--- config.mk ---
export PLATFORM = sky130hd
export DESIGN_NAME = seg7_scan_mux_flat
export DESIGN_NICKNAME = d
export VERILOG_FILES = /design/src/rtl/seg7_scan_mux_pkg.sv /design/src/rtl/seg7_scan_mux_if.sv /design/src/rtl/seg7_scan_mux_hex7_decode.sv /design/src/rtl/seg7_scan_mux.sv /design/src/flat_wrapper.sv
export SDC_FILE = /design/constraint.sdc
export NUM_CORES = 1
export LEC_CHECK = 0
export CAP_MARGIN = 5
export CORE_MARGIN = 4
export CORE_UTILIZATION = 35
export CTS_CLUSTER_DIAMETER = 150
export DETAILED_ROUTE_END_ITERATION = 8
export SLEW_MARGIN = 30
export SYNTH_ARGS = -nofsm -noshare
export SYNTH_HDL_FRONTEND = slang
export SYNTH_SLANG_ARGS = --single-unit
--- constraint.sdc ---
create_clock -name clk -period 4.1 [get_ports clk]
set_clock_uncertainty 0.1 [all_clocks]
set_input_delay 0.82 -clock clk [delete_from_list [all_inputs] [get_ports clk]]
set_output_delay 0.82 -clock clk [all_outputs]
set_load 0.01 [all_outputs]
--- src/rtl/seg7_scan_mux_pkg.sv ---
// rtl/seg7_scan_mux_pkg.sv - shared glyph table and segment index map for the scan mux
package seg7_scan_mux_pkg;

    typedef enum logic [2:0] {
        SEG_A = 3'd0,
        SEG_B = 3'd1,
        SEG_C = 3'd2,
        SEG_D = 3'd3,
        SEG_E = 3'd4,
        SEG_F = 3'd5,
        SEG_G = 3'd6
    } seg_idx_e;

    localparam logic [6:0] SEG_BLANK = 7'h00;

    // Active-high {g,f,e,d,c,b,a}; entry n is the glyph for nibble n.
    localparam logic [15:0][6:0] GLYPHS = {
        7'h71, 7'h79, 7'h5E, 7'h39, 7'h7C, 7'h77, 7'h6F, 7'h7F,
        7'h07, 7'h7D, 7'h6D, 7'h66, 7'h4F, 7'h5B, 7'h06, 7'h3F
    };

endpackage

--- src/rtl/seg7_scan_mux_if.sv ---
// rtl/seg7_scan_mux_if.sv - value/control inputs and display pin outputs of the scan mux
interface seg7_scan_mux_if #(
    parameter int NUM_DIGITS = 4
);
    logic [4*NUM_DIGITS-1:0] value;
    logic [NUM_DIGITS-1:0]   dp_in;
    logic                    load;
    logic                    hex_mode;
    logic                    lzs;
    logic [6:0]              seg;
    logic                    dp;
    logic [NUM_DIGITS-1:0]   an;
    logic                    frame_done;

    modport master (
        output value, dp_in, load, hex_mode, lzs,
        input  seg, dp, an, frame_done
    );

    modport slave (
        input  value, dp_in, load, hex_mode, lzs,
        output seg, dp, an, frame_done
    );
endinterface

--- src/rtl/seg7_scan_mux_hex7_decode.sv ---
// rtl/seg7_scan_mux_hex7_decode.sv - nibble to active-high 7-segment glyph, hex or BCD
module hex7_decode
    import seg7_scan_mux_pkg::*;
(
    input  logic [3:0] nib_i,
    input  logic       hex_mode_i,
    output logic [6:0] glyph_o
);
    // BCD mode shows nothing for codes above 9.
    assign glyph_o = (!hex_mode_i && nib_i > 4'd9) ? SEG_BLANK : GLYPHS[nib_i];
endmodule

--- src/rtl/seg7_scan_mux.sv ---
// rtl/seg7_scan_mux.sv - time-multiplexed multi-digit 7-segment driver with double-buffered values
module seg7_scan_mux
    import seg7_scan_mux_pkg::*;
#(
    parameter int NUM_DIGITS     = 4,
    parameter int REFRESH_DIV    = 100000,
    parameter int BLANK_CYCLES   = 2,
    parameter int SEG_ACTIVE_LOW = 1
) (
    input  logic             clk,
    input  logic             rst_n,
    seg7_scan_mux_if.slave   bus
);
    localparam int   PW   = $clog2(REFRESH_DIV);
    localparam int   IDXW = (NUM_DIGITS > 1) ? $clog2(NUM_DIGITS) : 1;
    localparam logic POL  = (SEG_ACTIVE_LOW != 0);

    logic [PW-1:0]           pcnt_q, pcnt_d;
    logic [IDXW-1:0]         idx_q, idx_d;
    logic [4*NUM_DIGITS-1:0] stage_val_q, disp_val_q;
    logic [NUM_DIGITS-1:0]   stage_dp_q, disp_dp_q;
    logic                    pending_q;
    logic [6:0]              seg_q, seg_d;
    logic                    dp_q, dp_d;
    logic [NUM_DIGITS-1:0]   an_q, an_d;
    logic                    frame_done_q;

    logic                    tick, last_digit, frame_cond, blank, suppress;
    logic [3:0]              cur_nib;
    logic [6:0]              glyph, seg_hi;
    logic                    dp_hi;
    logic [NUM_DIGITS:0]     zero_from;

    assign tick       = (pcnt_q == PW'(REFRESH_DIV - 1));
    assign last_digit = (idx_q == IDXW'(NUM_DIGITS - 1));
    assign frame_cond = tick && last_digit;
    assign pcnt_d     = tick ? '0 : pcnt_q + 1'b1;
    assign idx_d      = !tick ? idx_q : (last_digit ? '0 : idx_q + 1'b1);
    assign blank      = (pcnt_q < PW'(BLANK_CYCLES));

    // zero_from[i]: display nibbles i..NUM_DIGITS-1 are all zero.
    always_comb begin
        zero_from[NUM_DIGITS] = 1'b1;
        for (int i = NUM_DIGITS - 1; i >= 0; i--) begin
            zero_from[i] = zero_from[i+1] && (disp_val_q[4*i +: 4] == 4'd0);
        end
    end

    assign cur_nib  = disp_val_q[{idx_q, 2'b00} +: 4];
    assign suppress = bus.lzs && (idx_q != '0) && zero_from[idx_q];

    hex7_decode u_decode (
        .nib_i      (cur_nib),
        .hex_mode_i (bus.hex_mode),
        .glyph_o    (glyph)
    );

    always_comb begin
        an_d   = '1;
        seg_hi = SEG_BLANK;
        dp_hi  = 1'b0;
        if (!blank) begin
            for (int i = 0; i < NUM_DIGITS; i++) begin
                an_d[i] = (IDXW'(i) != idx_q);
            end
            seg_hi = suppress ? SEG_BLANK : glyph;
            dp_hi  = disp_dp_q[idx_q];
        end
        seg_d = seg_hi ^ {7{POL}};
        dp_d  = dp_hi ^ POL;
    end

    always_ff @(posedge clk or negedge rst_n) begin
        if (!rst_n) begin
            pcnt_q       <= '0;
            idx_q        <= '0;
            stage_val_q  <= '0;
            stage_dp_q   <= '0;
            disp_val_q   <= '0;
            disp_dp_q    <= '0;
            pending_q    <= 1'b0;
            seg_q        <= {7{POL}};
            dp_q         <= POL;
            an_q         <= '1;
            frame_done_q <= 1'b0;
        end else begin
            pcnt_q       <= pcnt_d;
            idx_q        <= idx_d;
            seg_q        <= seg_d;
            dp_q         <= dp_d;
            an_q         <= an_d;
            frame_done_q <= frame_cond;
            if (frame_cond && pending_q) begin
                disp_val_q <= stage_val_q;
                disp_dp_q  <= stage_dp_q;
            end
            // A load on the commit cycle must survive to the next frame, so it wins over the clear.
            if (bus.load) begin
                stage_val_q <= bus.value;
                stage_dp_q  <= bus.dp_in;
                pending_q   <= 1'b1;
            end else if (frame_cond) begin
                pending_q   <= 1'b0;
            end
        end
    end

    assign bus.seg        = seg_q;
    assign bus.dp         = dp_q;
    assign bus.an         = an_q;
    assign bus.frame_done = frame_done_q;
endmodule

--- src/flat_wrapper.sv ---
// flat-port wrapper written by rule: the top's interface ports become plain ports
module seg7_scan_mux_flat import seg7_scan_mux_pkg::*;
#(
    parameter int NUM_DIGITS     = 4,
    parameter int REFRESH_DIV    = 100000,
    parameter int BLANK_CYCLES   = 2,
    parameter int SEG_ACTIVE_LOW = 1
)
  (clk, rst_n, bus_value, bus_dp_in, bus_load, bus_hex_mode, bus_lzs, bus_seg, bus_dp, bus_an, bus_frame_done);
  seg7_scan_mux_if #(.NUM_DIGITS(NUM_DIGITS)) bus_i ();
  input  logic clk;
  input  logic rst_n;
  input wire logic [$bits(bus_i.value)-1:0] bus_value;
  input wire logic [$bits(bus_i.dp_in)-1:0] bus_dp_in;
  input wire logic [$bits(bus_i.load)-1:0] bus_load;
  input wire logic [$bits(bus_i.hex_mode)-1:0] bus_hex_mode;
  input wire logic [$bits(bus_i.lzs)-1:0] bus_lzs;
  output wire logic [$bits(bus_i.seg)-1:0] bus_seg;
  output wire logic [$bits(bus_i.dp)-1:0] bus_dp;
  output wire logic [$bits(bus_i.an)-1:0] bus_an;
  output wire logic [$bits(bus_i.frame_done)-1:0] bus_frame_done;
  assign bus_i.value = bus_value;
  assign bus_i.dp_in = bus_dp_in;
  assign bus_i.load = bus_load;
  assign bus_i.hex_mode = bus_hex_mode;
  assign bus_i.lzs = bus_lzs;
  assign bus_seg = bus_i.seg;
  assign bus_dp = bus_i.dp;
  assign bus_an = bus_i.an;
  assign bus_frame_done = bus_i.frame_done;
  seg7_scan_mux #(.NUM_DIGITS(NUM_DIGITS), .REFRESH_DIV(REFRESH_DIV), .BLANK_CYCLES(BLANK_CYCLES), .SEG_ACTIVE_LOW(SEG_ACTIVE_LOW)) u_core (.clk(clk), .rst_n(rst_n), .bus(bus_i));
endmodule
==> flow_summary.ini, run 1 <==
[critical_path]
cp_data_arrival_time_ns = 2.67
regToRegStartpoint = u_core.idx_q[0]$_DFFE_PN0N_
cp_max_fo = 10
worst-r2r-cell-count = 7
ff2ff_setup_slack_ns = 1.59
crit_path_end_kind = flip-flop
critPathRequiredTime_ns = 4.26
rr_endpoint = u_core.bus.seg[1]$_DFF_PN1_
critical_path.startpoint_type = flip-flop
setup.worst_path.class = reg2reg

[placement]
preCtsSetupSlack_ns = 1.539
hpwl_um = 4399
gp_congestion = 0.7586
buffer_ports.inserted = 37

[sta]
grt_setup_unrepaired = no
slew_headroom = 0.5924
layout_setup_ws_ns = 1.587
fin_setup_tns_ns = 0
final_min_period_over_clock_period = 0.6129
fin_worst_hold_slack_ns = 0.3710
period_minus_slack_ns = 2.513
transition_at_the_pin_with_the_smallest_max_transition_slack_ns = 0.6068
timing_max_transition_violations_final = 0
finalSetupViolations = 0
finalHoldViolations = 0
max_freq_ghz = 0.3980

[cts]
clock_insertion_delay_worst_skew_ns = 0.34
clock_tree_from_tritoncts = built
clock_path_buffers = 2
clk_tree_root_cell = clkbuf_8
h-tree-depth = 3
cts_made_buffers = 9
cts.hold.buffers_added = 0
clkSinkCount = 73
cts.repair_timing.setup_buffer_count = 0
path_clk_slew_ns = 0.08
cts_resized = 0

[synth]
synthDominantCellAreaShare = 0.4443
dominantRegCellSynth = dfrtp_1
synth_top_cells_by_area = dfrtp_1 44%, dfstp_2 9.2%, mux2_4 8.7%, mux2_2 8.2%, ha_1 4.0%
avgSynthCellArea_um2 = 13.06
synth_area_um2 = 3436
ys.warnings.count = 0
yosys_register_bits = 73
postSynthNetCount = 299
synth_edf_count = 0
synth_top_area_cell = dfrtp_1
synth.distinct_cells = 39
seq_area_frac_synth = 0.5361
synthArstFlopShare = 1.000
syn-instance-count = 263

[hold_path]
min_path_type = reg2reg
timing.hold.worst_path_depth = 1
worst_hold_path.endpoint = u_core.pcnt_q[0]$_DFF_PN0_
hold_start = u_core.pcnt_q[0]$_DFF_PN0_

[global_route]
grt_start_max_net_pins = 49
globalRouteTotalUtil = 0.1157
global_route.overflow_total = 0
grt_antenna_before_repair = 0
grt_first_pass_wirelength_um = 10490
grt_pass1_vias = 2102

[floorplanning]
initial_core_util = 0.3649
rows = 35
core-area_um2 = 9415
die_width_um = 107.1
num_io_pins = 38
fp.dieArea_um2 = 11470
fp.dieH_um = 107.1

[pwr]
pwr_density_cell_nw_per_um2 = 357.8
leakagePower_nw = 1.839
max-vdd-ir-drop_uv = 167.0

[final_layout]
filler_cell_count_in_the_final_layout = 874
insertedDiodeCount = 0
layout-area-overhead-vs-synth_pct = 21.12
multi_input_comb_area_um2 = 1496
drive_gt1_frac = 0.2932
final-seq-area_um2 = 1842
final_net_count = 338

[detailed_routing]
drt_first_pass_iters = 4
drt-total-wl_um = 6155
post-route-drc-count = 0
final_antenna_net_count = 0
detail_route.iter0.violations = 60
total_number_of_vias = 2096
vias_per_cell = 4.807
post_drt_wl_per_cell_um = 14.12

[run]
cap_violations = 0

[outcome]
status = complete, no violations
worst max path at each step:
stage,from,end,slack (ns),cells past startpoint
finish,u_core.idx_q[0]$_DFFE_PN0N_,u_core.bus.seg[1]$_DFF_PN1_,1.59,7
CTS,u_core.idx_q[0]$_DFFE_PN0N_,u_core.bus.seg[1]$_DFF_PN1_,1.57,7
floorplan,u_core.idx_q[0]$_DFFE_PN0N_,u_core.bus.seg[0]$_DFF_PN1_,1.90,8
detailed placement,bus_load,u_core.stage_val_q[1]$_DFFE_PN0P_,1.54,2
global route,u_core.idx_q[0]$_DFFE_PN0N_,u_core.bus.seg[1]$_DFF_PN1_,1.35,7
global placement,bus_load,u_core.stage_val_q[1]$_DFFE_PN0P_,1.56,2
power breakdown:
group	internal [mW]	leakage (nW)	switching [mW]
Combinational	0.0385	0.812	0.0241
Clock	0.404	0.115	0.272
Sequential	0.740	0.912	0.0106
Total	1.18	1.84	0.307
metal layers:
| metal | wire (µm) | global-route usage |
|---|---|---|
| met5 | 0 | 0 |
| met4 | 94 | 0.04658 |
| met2 | 2778 | 0.1707 |
| met1 | 3040 | 0.1601 |
| met3 | 242 | 0.03251 |
layout by cell type (no fill, tap or decap), types with 2 or more instances in the layout:
cell type | synthesis | routed
nand3_1 | 15 | 15
xnor2_1 | 7 | 7
dfrtp_1 | 61 | 61
nand3b_1 | 2 | 2
mux4_2 | 5 | 5
xor2_1 | 7 | 7
bufinv_16 | 0 | 3
buf_4 | 0 | 4
nor3_1 | 6 | 6
or3b_2 | 3 | 3
clkinvlp_4 | 0 | 2
a21oi_1 | 4 | 4
o21ai_0 | 4 | 4
nand2_1 | 13 | 13
or3_1 | 2 | 2
mux2i_1 | 4 | 4
nor4_1 | 7 | 7
clkbuf_8 | 0 | 9
inv_1 | 9 | 9
nand4_1 | 4 | 4
and3_1 | 2 | 2
o211ai_1 | 2 | 2
ha_1 | 11 | 11
dfstp_2 | 12 | 12
clkdlybuf4s50_1 | 0 | 35
mux2_4 | 20 | 20
mux2_2 | 25 | 25
nor2_1 | 13 | 13
Yosys cell counts (2+ instances only):
cell type / number
and3_1: 2
inv_1: 9
ha_1: 11
o211ai_1: 2
nor4_1: 7
clkbuf_1: 7
xnor2_1: 7
mux2i_1: 4
buf_6: 2
dfstp_2: 12
nand4_1: 4
nand3b_1: 2
or3_1: 2
nor3_1: 6
a21oi_1: 4
xor2_1: 7
dfrtp_1: 61
o21ai_0: 4
buf_2: 3
or3b_2: 3
mux2_2: 25
nand3_1: 15
mux2_4: 20
nor2_1: 13
nand2_1: 13
mux4_2: 5
flip-flops by register name (all words and copies together), names as in the netlist:
| register | cells |
|---|---|
| u_core.disp_val_q | 16 |
| u_core.disp_dp_q | 4 |
| u_core.pcnt_q | 17 |
| u_core.bus.an | 4 |
| u_core.stage_val_q | 16 |
| u_core.bus.seg | 7 |
| u_core.stage_dp_q | 4 |
| u_core.pending_q | 1 |
| u_core.bus.frame_done | 1 |
| u_core.bus.dp | 1 |
| u_core.idx_q | 2 |
cells by family after synthesis:
| logic type | synth area share |
|---|---|
| buf+inv | 0.02840 |
| mux | 0.2138 |
| simple gates | 0.1158 |
| fa+ha+maj | 0.04006 |
| compound gates | 0.03023 |
| xor+xnor | 0.03569 |
| flops | 0.5361 |
through the flow:
step / std cells / power [mW] / cell area, µm² / util
after global routing: 436 / 1.547 / 4161 / 0.4420
after floorplan: 263 / 0.7851 / 3436 / -
after global placement: 420 / 0.8281 / 3921 / 0.4165
after detailed placement: 420 / 0.8308 / 3924 / 0.4167
final: 436 / 1.489 / 4161 / 0.4420
after CTS: 436 / 1.513 / 4167 / 0.4425
final cells by class:
class                   instances  share of cell area
clock buffers                   9             0.02977
clock inverters                 7             0.02856
inverters                       9            0.008118
multi-input cells             169              0.3596
flip-flops and latches         73              0.4426
well taps                     129             0.03879
repair buffers                 40             0.09260
worst max-delay path: stages (launching register included):
cell	delay [ns]
dfrtp_1	0.62
mux4_2	0.63
inv_1	0.15
ha_1	0.27
nor2_1	0.07
o211ai_1	0.17
o21a_1	0.29
nand3_1	0.12
No activity file was read; power rests on OpenSTA's default activity.
==> run 2, diff against run 1 <==
- clock period: 4.1 -> 2.2 ns (I/O delays scaled with it)
==> flow_summary.ini, run 2 (synthesis results as in run 1) <==
[detailed_routing]
final_antenna_net_count = 0
detailroute.wirelength.met3_um = 252
post-route-drc-count = 0
vias_per_cell = 4.789
post_drt_wl_per_cell_um = 13.75
total_number_of_vias = 2227
topRoutingLayerUsed = met4
detail_route.iter0.violations = 95
dr_wl_met2_um = 2819
drt-total-wl_um = 6394
drt_first_pass_iters = 5
detail_route.wirelength.met1_um = 3211

[sta]
finalSetupViolations = 0
max_freq_ghz = 0.4645
slew_headroom = 0.7206
period_minus_slack_ns = 2.153
timing_max_transition_violations_final = 0
fin_setup_tns_ns = 0
transition_at_the_pin_with_the_smallest_max_transition_slack_ns = 0.4153
final_min_period_over_clock_period = 0.9785
fin_worst_hold_slack_ns = 0.01685
finalHoldViolations = 0

[hold_path]
min_path_type = in2async

[final_layout]
layout.cells.most_common = dfrtp_1
drive_gt1_frac = 0.3720
insertedDiodeCount = 0
most_flops_register = u_core.pcnt_q
largest_register_ffs = 17
layout-area-overhead-vs-synth_pct = 28.70
final_cell_mix = 59 x dfrtp_1, 36 x clkdlybuf4s50_1, 30 x buf_4
largest_registers = u_core.pcnt_q x17, u_core.disp_val_q x16, u_core.stage_val_q x16
final_net_count = 367
post_layout_nonfiller_instances = 465

[global_route]
grt_first_pass_wirelength_um = 10880
globalRouteTotalUtil = 0.1196
grt_pass1_vias = 2162
global_route.overflow_total = 0
grt_antenna_before_repair = 0
grt_start_max_net_pins = 74

[floorplanning]
fp.dieArea_um2 = 11470
die_width_um = 107.1
fp.dieH_um = 107.1
rows = 35
num_io_pins = 38
core-area_um2 = 9415
initial_core_util = 0.3649

[placement]
hpwl_um = 4565
gp_congestion = 0.8134
buffer_ports.inserted = 37
dpl.cell_count = 446

[cts]
clock_tree_from_tritoncts = built
clkSinkCount = 73
h-tree-depth = 3
clock_insertion_delay_worst_skew_ns = 0.34
cts_made_buffers = 9
clk_tree_root_cell = clkbuf_8
clock_path_buffers = 2
path_clk_slew_ns = 0.08

[outcome]
status = complete, no violations

[pwr]
leakagePower_nw = 1.992
max-vdd-ir-drop_uv = 337.8
pwr_density_cell_nw_per_um2 = 630.6

[critical_path]
crit_path_end_kind = flip-flop
cp_data_arrival_time_ns = 2.28
critPathRequiredTime_ns = 2.33
critical_path.startpoint_type = flip-flop
setup.worst_path.class = reg2reg
cp_max_fo = 20

[run]
cap_violations = 0
## run 2: cell count changes in the layout (fill, tap and decap cells not counted), sizes merged
cell / delta
clkinv: -1
clkdlybuf4s50: +1
clkinvlp: -1
buf: +28
clkbuf: +1
inv: +1
## run 2: power breakdown
part	total (mW)	switching, mW	internal (mW)
Clock	1.27	0.510	0.760
Combinational	0.120	0.0457	0.0747
Sequential	1.40	0.0192	1.38
Total	2.79	0.575	2.21
## run 2: worst paths after layout
kind / startpoint / end / slack [ns] / depth (start not counted)
min in group clk: u_core.pcnt_q[13]$_DFF_PN0_ / u_core.pcnt_q[13]$_DFF_PN0_ / 0.40 / 1
setup / recovery: u_core.pcnt_q[1]$_DFF_PN0_ / u_core.disp_val_q[2]$_DFFE_PN0P_ / 0.05 / 6
max in group asynchronous: rst_n / u_core.bus.an[1]$_DFF_PN1_ / 1.64 / 2
hold reg to reg: u_core.pcnt_q[13]$_DFF_PN0_ / u_core.pcnt_q[13]$_DFF_PN0_ / 0.40 / 1
hold / removal: rst_n / u_core.pcnt_q[2]$_DFF_PN0_ / 0.02 / 2
setup reg to reg: u_core.pcnt_q[1]$_DFF_PN0_ / u_core.disp_val_q[2]$_DFFE_PN0P_ / 0.05 / 6
## run 2: worst max-delay path: stages, from the launching register on
cell and delay (ns):
dfrtp_1 0.39, ha_1 0.19, and4_4 0.24, nand3_2 0.09
or4_4 0.54, buf_12 0.19, mux2_4 0.30
## run 2: stage by stage
| stage | util | power [mW] | worst slack [ns] | cell area [µm²] |
|---|---|---|---|---|
| global placement | 0.4399 | 1.546 | 0.04654 | 4141 |
| CTS | 0.4656 | 2.830 | 0.02877 | 4384 |
| floorplan | - | 1.463 | 0.0009774 | 3436 |
| detailed placement | 0.4399 | 1.550 | 0.03933 | 4141 |
| finish | 0.4696 | 2.788 | 0.04733 | 4422 |
| global route | 0.4696 | 2.913 | -0.02074 | 4422 |
## run 2: final cells by class
type,count,area [µm²]
clock inverter,6,115.1
fill,862,4994
multi-input combinational,169,1509
timing repair buffer,69,630.6
inverter,9,33.78
tap,129,161.4
sequential,73,1844
clock buffer,10,127.6
## run 2: repair_timing
action | in CTS | in global routing
gates resized for setup | 0 | 8
buffers inserted | 0 | 3
hold buffers | 0 | 0
setup endpoints to repair | 0 | 27
endpoints found under the hold margin | 0 | 0
## run 2: per-layer routing
| layer | vias up | track usage |
|---|---|---|
| met5 | - | 0 |
| met4 | 0 | 0.05205 |
| met3 | 7 | 0.02830 |
| met2 | 50 | 0.1711 |
| met1 | 1094 | 0.1719 |
| li1 | 1076 | - |
